==> config.mk <==
export PLATFORM = sky130hd
export DESIGN_NAME = serial_stream_sequencer
export DESIGN_NICKNAME = d
export VERILOG_FILES = /design/src/rtl/seq_ctrl_pkg.sv /design/src/rtl/serial_stream_sequencer.sv
export SDC_FILE = /design/constraint.sdc
export NUM_CORES = 1
export LEC_CHECK = 0
export CORE_MARGIN = 5
export CORE_UTILIZATION = 30
export DETAILED_ROUTE_END_ITERATION = 8
export DONT_BUFFER_PORTS = 1
export PLACE_DENSITY = 0.42
export RECOVER_POWER = 50
export SYNTH_ARGS = -nofsm -noshare
export SYNTH_HDL_FRONTEND = slang
export SYNTH_SLANG_ARGS = --single-unit
export TNS_END_PERCENT = 50
==> constraint.sdc <==
create_clock -name clk -period 2.1 [get_ports clk]
set_input_delay 0.525 -clock clk [delete_from_list [all_inputs] [get_ports clk]]
set_output_delay 0.525 -clock clk [all_outputs]
set_load 0.05 [all_outputs]
==> src/rtl/seq_ctrl_pkg.sv <==
// Shared types and helpers for the serial stream sequencer.
package seq_ctrl_pkg;

  localparam int unsigned DEF_WIDTH = 64;
  localparam int unsigned DEF_CNT_W = 7;

  typedef enum logic [2:0] {
    ST_IDLE   = 3'd0,
    ST_INIT   = 3'd1,
    ST_STREAM = 3'd2,
    ST_DRAIN  = 3'd3,
    ST_DONE   = 3'd4
  } state_e;

  // Zero or an over-long request means a full-width run.
  function automatic int unsigned effective_len(input int unsigned len, input int unsigned width);
    return ((len == 32'd0) || (len > width)) ? width : len;
  endfunction

endpackage

==> src/rtl/serial_stream_sequencer.sv <==
// Streams a latched pattern MSB-first into a serial detector and tallies
// the detector's responses (hit count, first hit position).
module serial_stream_sequencer
  import seq_ctrl_pkg::*;
#(
  parameter int unsigned WIDTH = DEF_WIDTH,
  parameter int unsigned CNT_W = DEF_CNT_W
) (
  input  logic             clk,
  input  logic             rst,
  input  logic             start,
  input  logic [WIDTH-1:0] pattern,
  input  logic [CNT_W-1:0] len,
  output logic             det_x,
  output logic             det_rst,
  input  logic             det_y,
  output logic             busy,
  output logic             done,
  output logic [CNT_W-1:0] hit_count,
  output logic [CNT_W-1:0] first_hit_idx,
  output logic             first_hit_valid
);

  // Remaining counter must hold WIDTH itself, independent of CNT_W.
  localparam int unsigned REM_W = $clog2(WIDTH + 1);
  localparam logic [CNT_W-1:0] CNT_MAX = {CNT_W{1'b1}};

  state_e           state_q, state_d;
  logic [WIDTH-1:0] shreg_q, shreg_d;
  logic [REM_W-1:0] rem_q, rem_d;
  logic [CNT_W-1:0] idx_q, idx_d;
  logic [CNT_W-1:0] idx_dly_q;
  logic             issued_q;
  logic             clear_c;

  // Next-state, datapath next values and run-accept strobe.
  always_comb begin
    state_d = state_q;
    shreg_d = shreg_q;
    rem_d   = rem_q;
    idx_d   = idx_q;
    clear_c = 1'b0;
    case (state_q)
      ST_IDLE: begin
        if (start) begin
          state_d = ST_INIT;
          shreg_d = pattern;
          rem_d   = REM_W'(effective_len(32'(len), WIDTH));
          idx_d   = '0;
          clear_c = 1'b1;
        end
      end
      ST_INIT:   state_d = ST_STREAM;
      ST_STREAM: begin
        shreg_d = {shreg_q[WIDTH-2:0], 1'b0};
        rem_d   = rem_q - REM_W'(1);
        idx_d   = idx_q + CNT_W'(1);
        if (rem_q == REM_W'(1)) state_d = ST_DRAIN;
      end
      ST_DRAIN:  state_d = ST_DONE;
      ST_DONE:   state_d = ST_IDLE;
      default:   state_d = ST_IDLE;
    endcase
  end

  // Detector is held in reset with the block and for the INIT cycle.
  assign det_rst = ~rst | (state_q == ST_INIT);

  always_ff @(posedge clk or negedge rst) begin
    if (!rst) begin
      state_q   <= ST_IDLE;
      shreg_q   <= '0;
      rem_q     <= '0;
      idx_q     <= '0;
      idx_dly_q <= '0;
      issued_q  <= 1'b0;
      det_x     <= 1'b0;
      busy      <= 1'b0;
      done      <= 1'b0;
    end else begin
      state_q   <= state_d;
      shreg_q   <= shreg_d;
      rem_q     <= rem_d;
      idx_q     <= idx_d;
      idx_dly_q <= idx_q;
      issued_q  <= (state_q == ST_STREAM);
      det_x     <= (state_d == ST_STREAM) ? shreg_d[WIDTH-1] : 1'b0;
      busy      <= (state_d != ST_IDLE);
      done      <= (state_d == ST_DONE);
    end
  end

  // det_y answers the bit issued one cycle earlier, so qualify with the delayed flag.
  always_ff @(posedge clk or negedge rst) begin
    if (!rst) begin
      hit_count       <= '0;
      first_hit_idx   <= '0;
      first_hit_valid <= 1'b0;
    end else if (clear_c) begin
      hit_count       <= '0;
      first_hit_idx   <= '0;
      first_hit_valid <= 1'b0;
    end else if (issued_q && det_y) begin
      if (hit_count != CNT_MAX) hit_count <= hit_count + CNT_W'(1);
      if (!first_hit_valid) begin
        first_hit_valid <= 1'b1;
        first_hit_idx   <= idx_dly_q;
      end
    end
  end

endmodule

==> flow_metrics.py <==
metrics = {
    "run_status": {
        "outcome": "finished, violations left",
        "failed_checks": "negative hold slack",
    },
    "setup_path": {
        "critPathCaptureType": "output pin",
        "crit_required_ns": 1.57,
        "rr_worst_depth": 6,
        "ff2ff_setup_slack_ns": 0.24,
        "crit_path_start": "state_q[2]$_DFF_PN0_",
        "cp-start-kind": "flop",
        "worstPathArrival_ns": 1.41,
        "r2r-start": "state_q[1]$_DFF_PN0_",
        "reg2reg_to": "shreg_q[34]$_DFFE_PN0P_",
        "worstPathMaxFanout": 7,
        "crit_type": "flop to output pin",
    },
    "sta": {
        "fin_crit_ns": 1.93,
        "fmax_ghz": 0.518,
        "period_share_pct": 91.9,
        "hold_viol_final": 107,
        "worst-slew-pin-transition_ns": 0.887,
        "fin_setup_tns_ns": 0,
        "finClkSkew_ns": 0.00785,
        "slew_violations": 0,
        "slew_headroom_pct": 40.7,
        "rsz0062_at_grt": "false",
        "setup_viol": 0,
        "hold_ws_ns": -0.134,
    },
    "synth": {
        "synth_edf_count": 0,
        "yosys-top-cells-area": "dfrtp_1 (58%), nand2_1 (12%), a22oi_1 (10%), a21oi_1 (1.5%), o21ai_0 (1.4%)",
        "yosys_warnings": 0,
        "yosys.area.top_type_share_pct": 58.2,
        "synthArstFlopShare_pct": 100,
        "syn_nets": 539,
        "syn_inst": 460,
        "ys_seq_elements": 107,
        "avgSynthCellArea_um2": 10.0,
        "seq_area_frac_synth_pct": 58.2,
        "synth_top_cell_by_area": "dfrtp_1",
        "synth_area_um2": 4600,
        "synth_flop_cell": "dfrtp_1",
        "synthDistinctLibCells": 44,
    },
    "floorplan": {
        "die_area_um2": 17900,
        "start_util_pct": 30.4,
        "die_w_um": 134,
        "die-height_um": 134,
        "rows": 45,
        "coreArea_um2": 15100,
        "ios": 94,
    },
    "routing": {
        "drt.antenna.violating_nets": 0,
        "vias": 3323,
        "viasPerCell": 5.09,
        "drtIter0Drc": 197,
        "wl_per_cell_um": 16.5,
        "drt-pass1-iter-count": 4,
        "drc": 0,
        "routed_wl_um": 10800,
    },
    "global_routing": {
        "grt_pass1_wl_um": 17800,
        "grt_max_degree": 109,
        "grt_overflow": 0,
        "track_usage_pct": 12.5,
        "grt_antenna_before_repair": 0,
        "first_global_vias": 3339,
    },
    "finish": {
        "drive_above_1_share_pct": 8.17,
        "design_area_um2": 5160,
        "area_growth_pct": 12.1,
        "antenna_cells": 0,
        "fin_nets": 539,
    },
    "power_and_ir_drop": {
        "ir_drop_uv": 754,
        "p_leak_uw": 0.00241,
        "powerDensity_nw_per_um2": 1680,
    },
    "clock_network": {
        "cts_resized": 0,
        "numCtsBuffers": 9,
        "ctsRootBufferMaster": "clkbuf_16",
        "tritoncts": "built",
        "clk_latency_ns": 0.35,
        "h-tree-depth": 3,
        "cts.path.max_buffers": 2,
        "path_clk_slew_ns": 0.07,
        "clock-sinks": 107,
    },
    "placement": {
        "place_congestion": 0.751,
        "io_buffers": 0,
        "dpl_cell_area_um2": 4850,
        "dp_hpwl_um": 6840,
    },
    "min_path": {
        "min_path_type": "input pin to async pin",
    },
    "flow_run": {
        "maxCapViolCount": 0,
    },
}
## how the worst max path moves through the flow
stage	to	slack, ns	cells after the start
floorplan	det_rst	0.20	3
global placement	shreg_q[62]$_DFFE_PN0P_	0.23	6
detailed placement	shreg_q[34]$_DFFE_PN0P_	0.22	6
CTS	det_rst	0.13	4
global route	shreg_q[12]$_DFFE_PN0P_	0.06	6
finish	det_rst	0.17	4
## sequential cells by signal, indices dropped and copies added (netlist names), 3 cells and up
| signal | count |
|---|---|
| state_q | 3 |
| hit_count | 7 |
| rem_q | 7 |
| idx_q | 7 |
| shreg_q | 64 |
| idx_dly_q | 7 |
| first_hit_idx | 7 |
## report_power, final
group | leakage, uW | internal [uW] | total [uW] | switching, uW
combinational | 0.000904 | 1170 | 3080 | 1910
clock | 0.000150 | 1030 | 1760 | 735
sequential | 0.00136 | 2970 | 3810 | 837
## worst max-delay path, cell delays in order (launching register included)
cell      delay, ns
dfrtp_1        0.38
buf_4          0.16
nand2b_1       0.17
o21ai_1        0.13
buf_4          0.21
## per-layer routing
metal  wire [um]  global-route usage (%)
met1        4590                    15.7
met2        4970                    18.9
met3        1050                    6.11
met4         161                    4.11
met5           0                       0
## cells in the final DEF (no fill, tap or decap), types with 2 or more instances in the layout
cell / instances
dfrtp_1: 107
a311oi_1: 2
nand4_1: 3
nand2b_1: 3
ha_1: 4
a21oi_1: 14
xnor2_1: 4
a31oi_1: 4
nand3_1: 6
o21ai_0: 12
o21ai_1: 2
and3_1: 3
xor2_1: 2
nor3_1: 4
o211ai_1: 3
a22o_1: 2
a22oi_1: 64
clkbuf_8: 3
o31ai_1: 2
nor2_1: 17
buf_12: 3
clkbuf_16: 9
a211oi_1: 2
clkbuf_1: 3
buf_4: 15
inv_1: 4
nand2_1: 150
## logic make-up (layout without fill, tap and decap cells)
logic type / Yosys count / after routing / share of synthesized area (%)
simple gates: 199 / 199 / 18.8
compound gates: 110 / 110 / 16.7
flops: 107 / 107 / 58.2
buf+inv: 34 / 39 / 4.05
xor+xnor: 6 / 6 / 1.14
fa+ha+maj: 4 / 4 / 1.09
## through the flow
| stage | power [uW] | std cells | hold slack, ns | setup WS (ns) | util [%] |
|---|---|---|---|---|---|
| finish | 8640 | 653 | -0.134 | 0.169 | 34.1 |
| global placement | 6910 | 637 | 0.233 | 0.230 | 32.0 |
| detailed placement | 6990 | 637 | 0.233 | 0.219 | 32.0 |
| floorplan | 6190 | 460 | 0.229 | 0.202 | - |
| CTS | 8810 | 653 | -0.152 | 0.132 | 34.1 |
| global route | 9370 | 653 | -0.156 | 0.0635 | 34.1 |
## cells in the mapped netlist (2+ instances only)
| master | n |
|---|---|
| ha_1 | 4 |
| clkbuf_1 | 13 |
| xor2_1 | 2 |
| nor3_1 | 4 |
| a21oi_1 | 14 |
| buf_4 | 2 |
| a211oi_1 | 2 |
| a31oi_1 | 4 |
| inv_1 | 4 |
| nor2_1 | 17 |
| a311oi_1 | 2 |
| nand2b_1 | 3 |
| dfrtp_1 | 107 |
| buf_2 | 10 |
| o31ai_1 | 2 |
| xnor2_1 | 4 |
| nand4_1 | 3 |
| buf_6 | 3 |
| nand3_1 | 6 |
| o21ai_0 | 13 |
| and3_1 | 3 |
| nand2_1 | 150 |
| a22oi_1 | 64 |
| a22o_1 | 2 |
| o211ai_1 | 3 |
## cell type report
type / count / area [um^2]
fill: 1544 / 9990
clock inverter: 1 / 30.0
inverter: 5 / 23.8
multi-input combinational: 319 / 1740
tap: 188 / 235
clock buffer: 15 / 278
timing repair buffer: 18 / 173
sequential: 107 / 2680
## repair_timing
item | in CTS | in global routing
buffers inserted | 0 | 0
hold endpoints to repair | 107 | 107
endpoints found under the setup margin | 0 | 0
Power figures use the tool's default switching activity.
